### src/rtl/morse_pkg.sv
// ---------------------------------------------------------------------------
// morse_pkg
// Shared definitions for the Morse transmitter: element encoding on the
// `elem` bus, FSM state enum, highest valid character code, and the packed
// layout of a pattern-ROM entry.
// ---------------------------------------------------------------------------
package morse_pkg;

  // Encoding of the 2-bit `elem` bus (also used by the press classifier).
  localparam logic [1:0] ELEM_WAIT = 2'b00;
  localparam logic [1:0] ELEM_DOT  = 2'b01;
  localparam logic [1:0] ELEM_DASH = 2'b10;
  localparam logic [1:0] ELEM_SEND = 2'b11;

  // Codes 0..25 are A..Z, 26..35 are digits 0..9; anything above is invalid.
  localparam int unsigned CODE_MAX = 35;

  typedef enum logic [1:0] {
    ST_IDLE,
    ST_MARK,
    ST_SPACE,
    ST_CHAR_GAP
  } state_e;

  // Pattern bits are left-aligned: bits[4] is the first element sent,
  // 1 = dash, 0 = dot. Only the top `len` bits are meaningful.
  typedef struct packed {
    logic       valid;
    logic [2:0] len;
    logic [4:0] bits;
  } rom_entry_t;

endpackage

### src/rtl/morse_rom.sv
// ---------------------------------------------------------------------------
// morse_rom
// Combinational International Morse lookup.
//   char_code in  [5:0]  0-25 = A-Z, 26-35 = 0-9, 36-63 invalid
//   entry     out        {valid, len[2:0], bits[4:0]} (bits left-aligned)
// ---------------------------------------------------------------------------
module morse_rom
  import morse_pkg::*;
(
  input  logic [5:0] char_code,
  output rom_entry_t entry
);

  always_comb begin
    // NOTE: every output of a combinational block gets a default first, so no
    // path through the case can leave it unassigned and infer a latch.
    entry = '0;
    case (char_code)
      6'd0:  entry = '{1'b1, 3'd2, 5'b01000}; // A .-
      6'd1:  entry = '{1'b1, 3'd4, 5'b10000}; // B -...
      6'd2:  entry = '{1'b1, 3'd4, 5'b10100}; // C -.-.
      6'd3:  entry = '{1'b1, 3'd3, 5'b10000}; // D -..
      6'd4:  entry = '{1'b1, 3'd1, 5'b00000}; // E .
      6'd5:  entry = '{1'b1, 3'd4, 5'b00100}; // F ..-.
      6'd6:  entry = '{1'b1, 3'd3, 5'b11000}; // G --.
      6'd7:  entry = '{1'b1, 3'd4, 5'b00000}; // H ....
      6'd8:  entry = '{1'b1, 3'd2, 5'b00000}; // I ..
      6'd9:  entry = '{1'b1, 3'd4, 5'b01110}; // J .---
      6'd10: entry = '{1'b1, 3'd3, 5'b10100}; // K -.-
      6'd11: entry = '{1'b1, 3'd4, 5'b01000}; // L .-..
      6'd12: entry = '{1'b1, 3'd2, 5'b11000}; // M --
      6'd13: entry = '{1'b1, 3'd2, 5'b10000}; // N -.
      6'd14: entry = '{1'b1, 3'd3, 5'b11100}; // O ---
      6'd15: entry = '{1'b1, 3'd4, 5'b01100}; // P .--.
      6'd16: entry = '{1'b1, 3'd4, 5'b11010}; // Q --.-
      6'd17: entry = '{1'b1, 3'd3, 5'b01000}; // R .-.
      6'd18: entry = '{1'b1, 3'd3, 5'b00000}; // S ...
      6'd19: entry = '{1'b1, 3'd1, 5'b10000}; // T -
      6'd20: entry = '{1'b1, 3'd3, 5'b00100}; // U ..-
      6'd21: entry = '{1'b1, 3'd4, 5'b00010}; // V ...-
      6'd22: entry = '{1'b1, 3'd3, 5'b01100}; // W .--
      6'd23: entry = '{1'b1, 3'd4, 5'b10010}; // X -..-
      6'd24: entry = '{1'b1, 3'd4, 5'b10110}; // Y -.--
      6'd25: entry = '{1'b1, 3'd4, 5'b11000}; // Z --..
      6'd26: entry = '{1'b1, 3'd5, 5'b11111}; // 0 -----
      6'd27: entry = '{1'b1, 3'd5, 5'b01111}; // 1 .----
      6'd28: entry = '{1'b1, 3'd5, 5'b00111}; // 2 ..---
      6'd29: entry = '{1'b1, 3'd5, 5'b00011}; // 3 ...--
      6'd30: entry = '{1'b1, 3'd5, 5'b00001}; // 4 ....-
      6'd31: entry = '{1'b1, 3'd5, 5'b00000}; // 5 .....
      6'd32: entry = '{1'b1, 3'd5, 5'b10000}; // 6 -....
      6'd33: entry = '{1'b1, 3'd5, 5'b11000}; // 7 --...
      6'd34: entry = '{1'b1, 3'd5, 5'b11100}; // 8 ---..
      6'd35: entry = '{1'b1, 3'd5, 5'b11110}; // 9 ----.
      default: entry = '0;
    endcase
  end

endmodule

### src/rtl/morse_tx.sv
// ---------------------------------------------------------------------------
// morse_tx
// Accepts one character code at a time and keys it out as Morse.
//   DOT_TICKS        clk cycles per dot unit (1..21845)
//   clk, rst_n       clock, asynchronous active-low reset
//   char_valid/code  upstream offer, code 0-25 A-Z, 26-35 0-9
//   char_ready  out  high only in IDLE
//   key_out     out  1 = mark
//   elem        out  00 wait, 01 dot, 10 dash, 11 last cycle of char gap
//   busy        out  state != IDLE
//   err         out  one-cycle pulse after an invalid code is accepted
// ---------------------------------------------------------------------------
module morse_tx
  import morse_pkg::*;
#(
  parameter int unsigned DOT_TICKS = 20
) (
  input  logic       clk,
  input  logic       rst_n,
  input  logic       char_valid,
  input  logic [5:0] char_code,
  output logic       char_ready,
  output logic       key_out,
  output logic [1:0] elem,
  output logic       busy,
  output logic       err
);

  // Counter is loaded with duration-1 and expires at 0.
  localparam logic [15:0] DOT_LOAD  = 16'(DOT_TICKS - 1);
  localparam logic [15:0] DASH_LOAD = 16'(3 * DOT_TICKS - 1);

  state_e      state_q, state_d;
  logic [15:0] cnt_q, cnt_d;
  logic [4:0]  pat_q, pat_d;   // remaining elements, current one in bit 4
  logic [2:0]  left_q, left_d; // elements remaining, including current
  logic        err_q, err_d;
  rom_entry_t  rom_entry;

  morse_rom u_rom (
    .char_code (char_code),
    .entry     (rom_entry)
  );

  // State register.
  always_ff @(posedge clk or negedge rst_n) begin
    // NOTE: every flop, pattern included, is reset so a reset mid-character
    // leaves nothing that could resume; all state uses non-blocking '<='.
    if (!rst_n) begin
      state_q <= ST_IDLE;
      cnt_q   <= '0;
      pat_q   <= '0;
      left_q  <= '0;
      err_q   <= 1'b0;
    end else begin
      state_q <= state_d;
      cnt_q   <= cnt_d;
      pat_q   <= pat_d;
      left_q  <= left_d;
      err_q   <= err_d;
    end
  end

  // Next-state and datapath.
  always_comb begin
    state_d = state_q;
    cnt_d   = cnt_q;
    pat_d   = pat_q;
    left_d  = left_q;
    err_d   = 1'b0;

    case (state_q)
      ST_IDLE: begin
        if (char_valid) begin
          if (rom_entry.valid) begin
            state_d = ST_MARK;
            pat_d   = rom_entry.bits;
            left_d  = rom_entry.len;
            cnt_d   = rom_entry.bits[4] ? DASH_LOAD : DOT_LOAD;
          end else begin
            // Invalid code is consumed; we stay in IDLE and flag it next cycle.
            err_d = 1'b1;
          end
        end
      end

      ST_MARK: begin
        if (cnt_q == '0) begin
          if (left_q == 3'd1) begin
            state_d = ST_CHAR_GAP;
            cnt_d   = DASH_LOAD;
            left_d  = '0;
            pat_d   = '0;
          end else begin
            state_d = ST_SPACE;
            cnt_d   = DOT_LOAD;
            pat_d   = {pat_q[3:0], 1'b0};
            left_d  = 3'(left_q - 3'd1);
          end
        end else begin
          cnt_d = 16'(cnt_q - 16'd1);
        end
      end

      ST_SPACE: begin
        if (cnt_q == '0) begin
          state_d = ST_MARK;
          cnt_d   = pat_q[4] ? DASH_LOAD : DOT_LOAD;
        end else begin
          cnt_d = 16'(cnt_q - 16'd1);
        end
      end

      ST_CHAR_GAP: begin
        if (cnt_q == '0) begin
          state_d = ST_IDLE;
        end else begin
          cnt_d = 16'(cnt_q - 16'd1);
        end
      end

      default: state_d = ST_IDLE;
    endcase
  end

  // Outputs decode straight from registered state, so reset drops key_out
  // without waiting for a clock edge.
  always_comb begin
    char_ready = (state_q == ST_IDLE);
    busy       = (state_q != ST_IDLE);
    key_out    = (state_q == ST_MARK);
    err        = err_q;
    elem       = ELEM_WAIT;
    if (state_q == ST_MARK) begin
      elem = pat_q[4] ? ELEM_DASH : ELEM_DOT;
    end else if (state_q == ST_CHAR_GAP && cnt_q == '0) begin
      elem = ELEM_SEND;
    end
  end

endmodule

### config.mk
export PLATFORM = sky130hd
export DESIGN_NAME = morse_tx
export DESIGN_NICKNAME = d
export VERILOG_FILES = /design/src/rtl/morse_pkg.sv /design/src/rtl/morse_rom.sv /design/src/rtl/morse_tx.sv
export SDC_FILE = /design/constraint.sdc
export NUM_CORES = 1
export LEC_CHECK = 0
export ABC_AREA = 1
export BUFFER_PORTS_ARGS = -buffer_cell sky130_fd_sc_hd__buf_4
export CELL_PAD_IN_SITES_DETAIL_PLACEMENT = 0
export CELL_PAD_IN_SITES_GLOBAL_PLACEMENT = 1
export CORE_MARGIN = 2
export CORE_UTILIZATION = 47
export DETAILED_ROUTE_END_ITERATION = 8
export PLACE_DENSITY_LB_ADDON = 0.1
export REMOVE_ABC_BUFFERS = 1
export SETUP_SLACK_MARGIN = 0.05
export SYNTH_ARGS = -nofsm -noshare
export SYNTH_HDL_FRONTEND = slang
export SYNTH_SLANG_ARGS = --single-unit
### constraint.sdc
create_clock -name clk -period 2.8 [get_ports clk]
set_clock_uncertainty 0.1 [all_clocks]
set_input_delay 0.56 -clock clk [delete_from_list [all_inputs] [get_ports clk]]
set_output_delay 0.56 -clock clk [all_outputs]
set_load 0.05 [all_outputs]
# Word level (Yosys, flattened, before mapping)
# Memory sizes are Yosys's and may differ from the RTL's.
# Index checks and enable logic that the tools add are counted.
# op_classes
add_sub_neg	2
mul	0
div	0
order_cmp	0
eq_ne	10
shift	0
n_mux	32
bitwise_logic	0
reduce_logical	8
# ops
op	count
16-bit two-way mux	5
16-bit one-hot mux with 4 select lines	1
5-bit two-way mux	4
6-bit two-way mux	3
16-bit logical NOT	1
2-bit two-way mux	8
16-bit by 1-bit subtractor with 16-bit output, second input constant	1
3-bit two-way mux	4
5-bit one-hot mux with 2 select lines	1
2-bit != test, second input constant	4
2-bit one-hot mux with 4 select lines	1
3-bit one-hot mux with 2 select lines	1
5-bit AND reduction	1
2-bit == test, second input constant	2
1-bit two-way mux	4
2-bit by 1-bit != test with 1-bit output, second input constant	2
4-bit AND reduction	1
2-bit nonzero test	2
3-bit by 1-bit == test with 1-bit output, second input constant	1
3-bit AND reduction	1
3-bit by 1-bit subtractor with 3-bit output, second input constant	1
2-bit by 1-bit == test with 1-bit output, second input constant	1
2-bit logical NOT	1
1-bit logical AND	1
# totals
reg_bits	27
latchBits	0
mem_bits_rw	0
mem_bits_ro	576
inputBits	9
out_inout_bits	6
memories	1
# mem_list
memory	words	word_bits	rd	rd_clocked_by_memory_dff	write_ports	line	source
(name not given)	64	9	1	0	0	morse_rom.sv:18	case (char_code)

# Depth between registers and ports, before layout
# An unclocked memory read counts as a cell.
# logic_depth
depth_word	5
mapped_depth	13
mapped_depth_nobuf	13

# Modules after synthesis
# Synthesis repeated with hierarchy kept, for this count alone.
# unflattened
cells_unflattened	352
area_unflattened_um2	2341.0
# modules_own_cells
mod	instances	cells_each	area_each_um2	seq_area_each_um2
morse_tx	1	243	1757.9	675.6
morse_rom	1	109	583.1	0.0

# Least setup slack after synthesis
# No wires, ideal clock.
# synth_path
kind	reg2out
startpoint	register state_q[0]
endpoint	output port elem[0]
arrival_ns	2.105
required_time_ns	2.140
setup_slack_ns	0.035
path_stages_with_launch	5
cell_sequence	dfrtp_1 > inv_2 > nor2_4 > inv_1 > o21ai_0
# synth_via
word_cells_on_any_way	5
# synth_lines
item	line	source
from (decl)	morse_tx.sv:33	state_e state_q, state_d;
from (signal assigned)	morse_tx.sv:56	state_q <= state_d;
2-bit by 1-bit == test with 1-bit output	--	
named net key_out	morse_tx.sv:23	output logic key_out,
2-bit two-way mux	morse_tx.sv:134	if (state_q == ST_MARK) begin
to (decl)	morse_tx.sv:24	output logic [1:0] elem,
# The timed path passes the listed nets, and every way through them passes these cells.

# Final worst setup path
# layout_path
startpoint	register cnt_q[10]
endpoint	output port elem[0]
# layout_via
elab_chain_len	4
# layout_rtl
item	line	source
from (decl)	morse_tx.sv:34	logic [15:0] cnt_q, cnt_d;
from (signal assigned)	morse_tx.sv:57	cnt_q <= cnt_d;
16-bit logical NOT	morse_tx.sv:136	end else if (state_q == ST_CHAR_GAP && cnt_q == '0) begin
1-bit logical AND	morse_tx.sv:136	
2-bit two-way mux	morse_tx.sv:136	
2-bit two-way mux	morse_tx.sv:134	
# Every way passes these cells.

==> metrics.yaml <==
outcome: "completed"
areaGrowthSynthToFinish_pct: 7.97
cts_setup_buffers: 0
overflow: 0
dieArea_mm2: 0.00528
period_minus_slack_ns: 2.38
cts_buffers: 3
design_area_mm2: 0.00239
grt_pass1_wl_um: 8830
fin_util_pct: 53.8
rsz0062_at_grt: "no"
p_per_area_mw_per_mm2: 303
cap_violations: 0
root_buffer: "clkbuf_8"
clockBufferDepth: 2
final_common_cell: "nand2_1"
ys_async_sr_fraction_pct: 100
antenna_left: 0
r2r_start: "cnt_q[0]"
postCtsResizedCells: 0
hold_class: "input port to asynchronous set/reset pin"
rr_endpoint: "cnt_q[6]"
cts_hold_buf: 0
drive_gt1_share_pct: 13.6
die_w_um: 72.6
synth.avg_cell_area_um2: 6.67
viasPerCell: 5.17
rrSetupSlack_ns: 0.72
synth_seq_cells: 27
report.power.total_w: 0.000724
grt_pass1_vias: 1850
synth-edff-count: 0
drc: 0
final-hold-violation-count: 0
ys_seq_area_share_pct: 30.5
dr.pass1.iters: 4
fin_cells: 398
fmax_ghz: 0.420
ys_warn_count: 0
start_util_pct: 49.8
critPathRequiredTime_ns: 2.14
dpl.cell_count: 394
synthCells: 332
maxSlewHeadroom_pct: 72.5
layout_common_cells: "85 x nand2_1, 52 x nor2_1, 36 x inv_1, 28 x nand3_1, 27 x dfrtp_1"
dp_hpwl_um: 3950
p_sw_share_pct: 27.7
cts_tree: "built"
worstMarginPinSlew_ns: 0.410
p_int_w: 0.000523
routabilityCongestion: 0.955
wirelength_um: 5180
nets: 365
pwr-share-comb_pct: 12.3
num_vias: 2059
clk_latency_ns: 0.29
antenna_found_initial: 0
grt.total_usage_pct: 21.2
cp_max_fo: 3
die_y_um: 72.6
worstSetupPathType: "flip-flop to output port"
clk_pin_slew_ns: 0.10
portBuffers: 14
htreeDepth: 1
arrival_ns: 1.72
wl_per_cell_um: 13.0
rows: 24
synth_area_leaders: "dfrtp_1 31%, nand2_1 14%, nor2_1 8.8%, nand3_1 6.3%, inv_1 6.1%"
cts_sinks: 27
p_clk_share_pct: 33.3
seq_power_share_pct: 54.3
finalSetupTns_ns: 0
synth_cell_type_count: 31
fin_crit_sh_pct: 85.0
antenna_cells: 0
worstRegToRegCells: 11
core_mm2: 0.00444
cp-end-kind: "output port"
leakagePower_nw: 1.17
grt_max_degree: 28
drt-initial-drc-count: 103
startpoint_type: "flip-flop"
slew_viol_final: 0
final-setup-viol-count: 0
p_switching_w: 0.000201
syn_area_mm2: 0.00221
dominantRegCellSynth: "dfrtp_1"
place_area_mm2: 0.00234
synth.top_cell.area_share_pct: 30.5
yosys.area.top_type: "dfrtp_1"
design.portCount: 15
irDropWorstVdd_mv: 0.166
## logic make-up (layout without fill, tap and decap cells)
| kind of cell | count (synthesis) | in the layout | synth area share [%] |
|---|---|---|---|
| buf+inv | 47 | 61 | 9.55 |
| flops | 27 | 27 | 30.5 |
| compound gates | 47 | 47 | 11.1 |
| simple gates | 195 | 195 | 41.0 |
| fa+ha+maj | 9 | 9 | 5.08 |
| xor+xnor | 7 | 7 | 2.77 |
## area by class of cell
type                    count  area [um2]
clock buffers               3        41.3
well taps                  52        65.1
flip-flops and latches     27         676
multi-input cells         258        1330
fillers                   473        2050
repair buffers             14         105
inverters                  43         169
clock inverters             1        7.51
## sequential cells by signal, indices dropped and copies added (netlist names)
signal   flops
left_q       3
state_q      2
cnt_q       16
pat_q        5
err          1
## stage by stage
stage / setup WS (ns) / hold slack, ns
floorplan: 0.0347 / 0.164
global placement: 0.742 / 0.381
detailed placement: 0.741 / 0.384
CTS: 0.413 / 0.0763
global route: 0.282 / 0.0806
finish: 0.421 / 0.0643
## synthesized netlist by cell type, drive strengths merged (2+ instances only)
cell type	count
xnor2	5
inv	42
nor3	4
dfrtp	27
a21oi	19
nor2	63
ha	9
a31oi	2
a22oi	2
nand3	31
nand4	2
xor2	2
buf	4
nand2	93
o21ai	22
## worst max-delay path, cell delays in order, from the launching register on
cell     delay [ns]
dfrtp_1        0.41
nor2_1         0.23
nand2_1        0.11
nor2_1         0.19
nand3_1        0.13
o21ai_0        0.12
buf_4          0.24
## worst max path at each step
stage	start	endpoint	slack [ns]	depth (start not counted)
6_report	cnt_q[10]	elem[0]	0.42	6
5_1_grt	cnt_q[10]	elem[0]	0.28	6
4_1_cts	cnt_q[10]	elem[0]	0.41	6
3_5_place_dp	char_code[1]	cnt_q[3]	0.74	12
3_3_place_gp	cnt_q[0]	cnt_q[13]	0.74	11
2_1_floorplan	state_q[0]	elem[0]	0.03	4
## power groups by stage
stage,Combinational (W),Clock (W),Sequential [W]
final,0.0000893,0.000241,0.000393
after global routing,0.000103,0.000266,0.000394
after CTS,0.0000892,0.000254,0.000393
after detailed placement,0.0000888,0,0.000401
after global placement,0.0000914,0,0.000401
after floorplan,0.0000512,0,0.000401
## metal layers
metal	vias to the layer above	routed length, um	GRT usage, %
li1	1085	-	-
met1	901	2760	33.5
met2	64	2070	29.3
met3	9	272	3.31
met4	0	82	6.58
met5	-	0	0
Power figures use the tool's default switching activity.
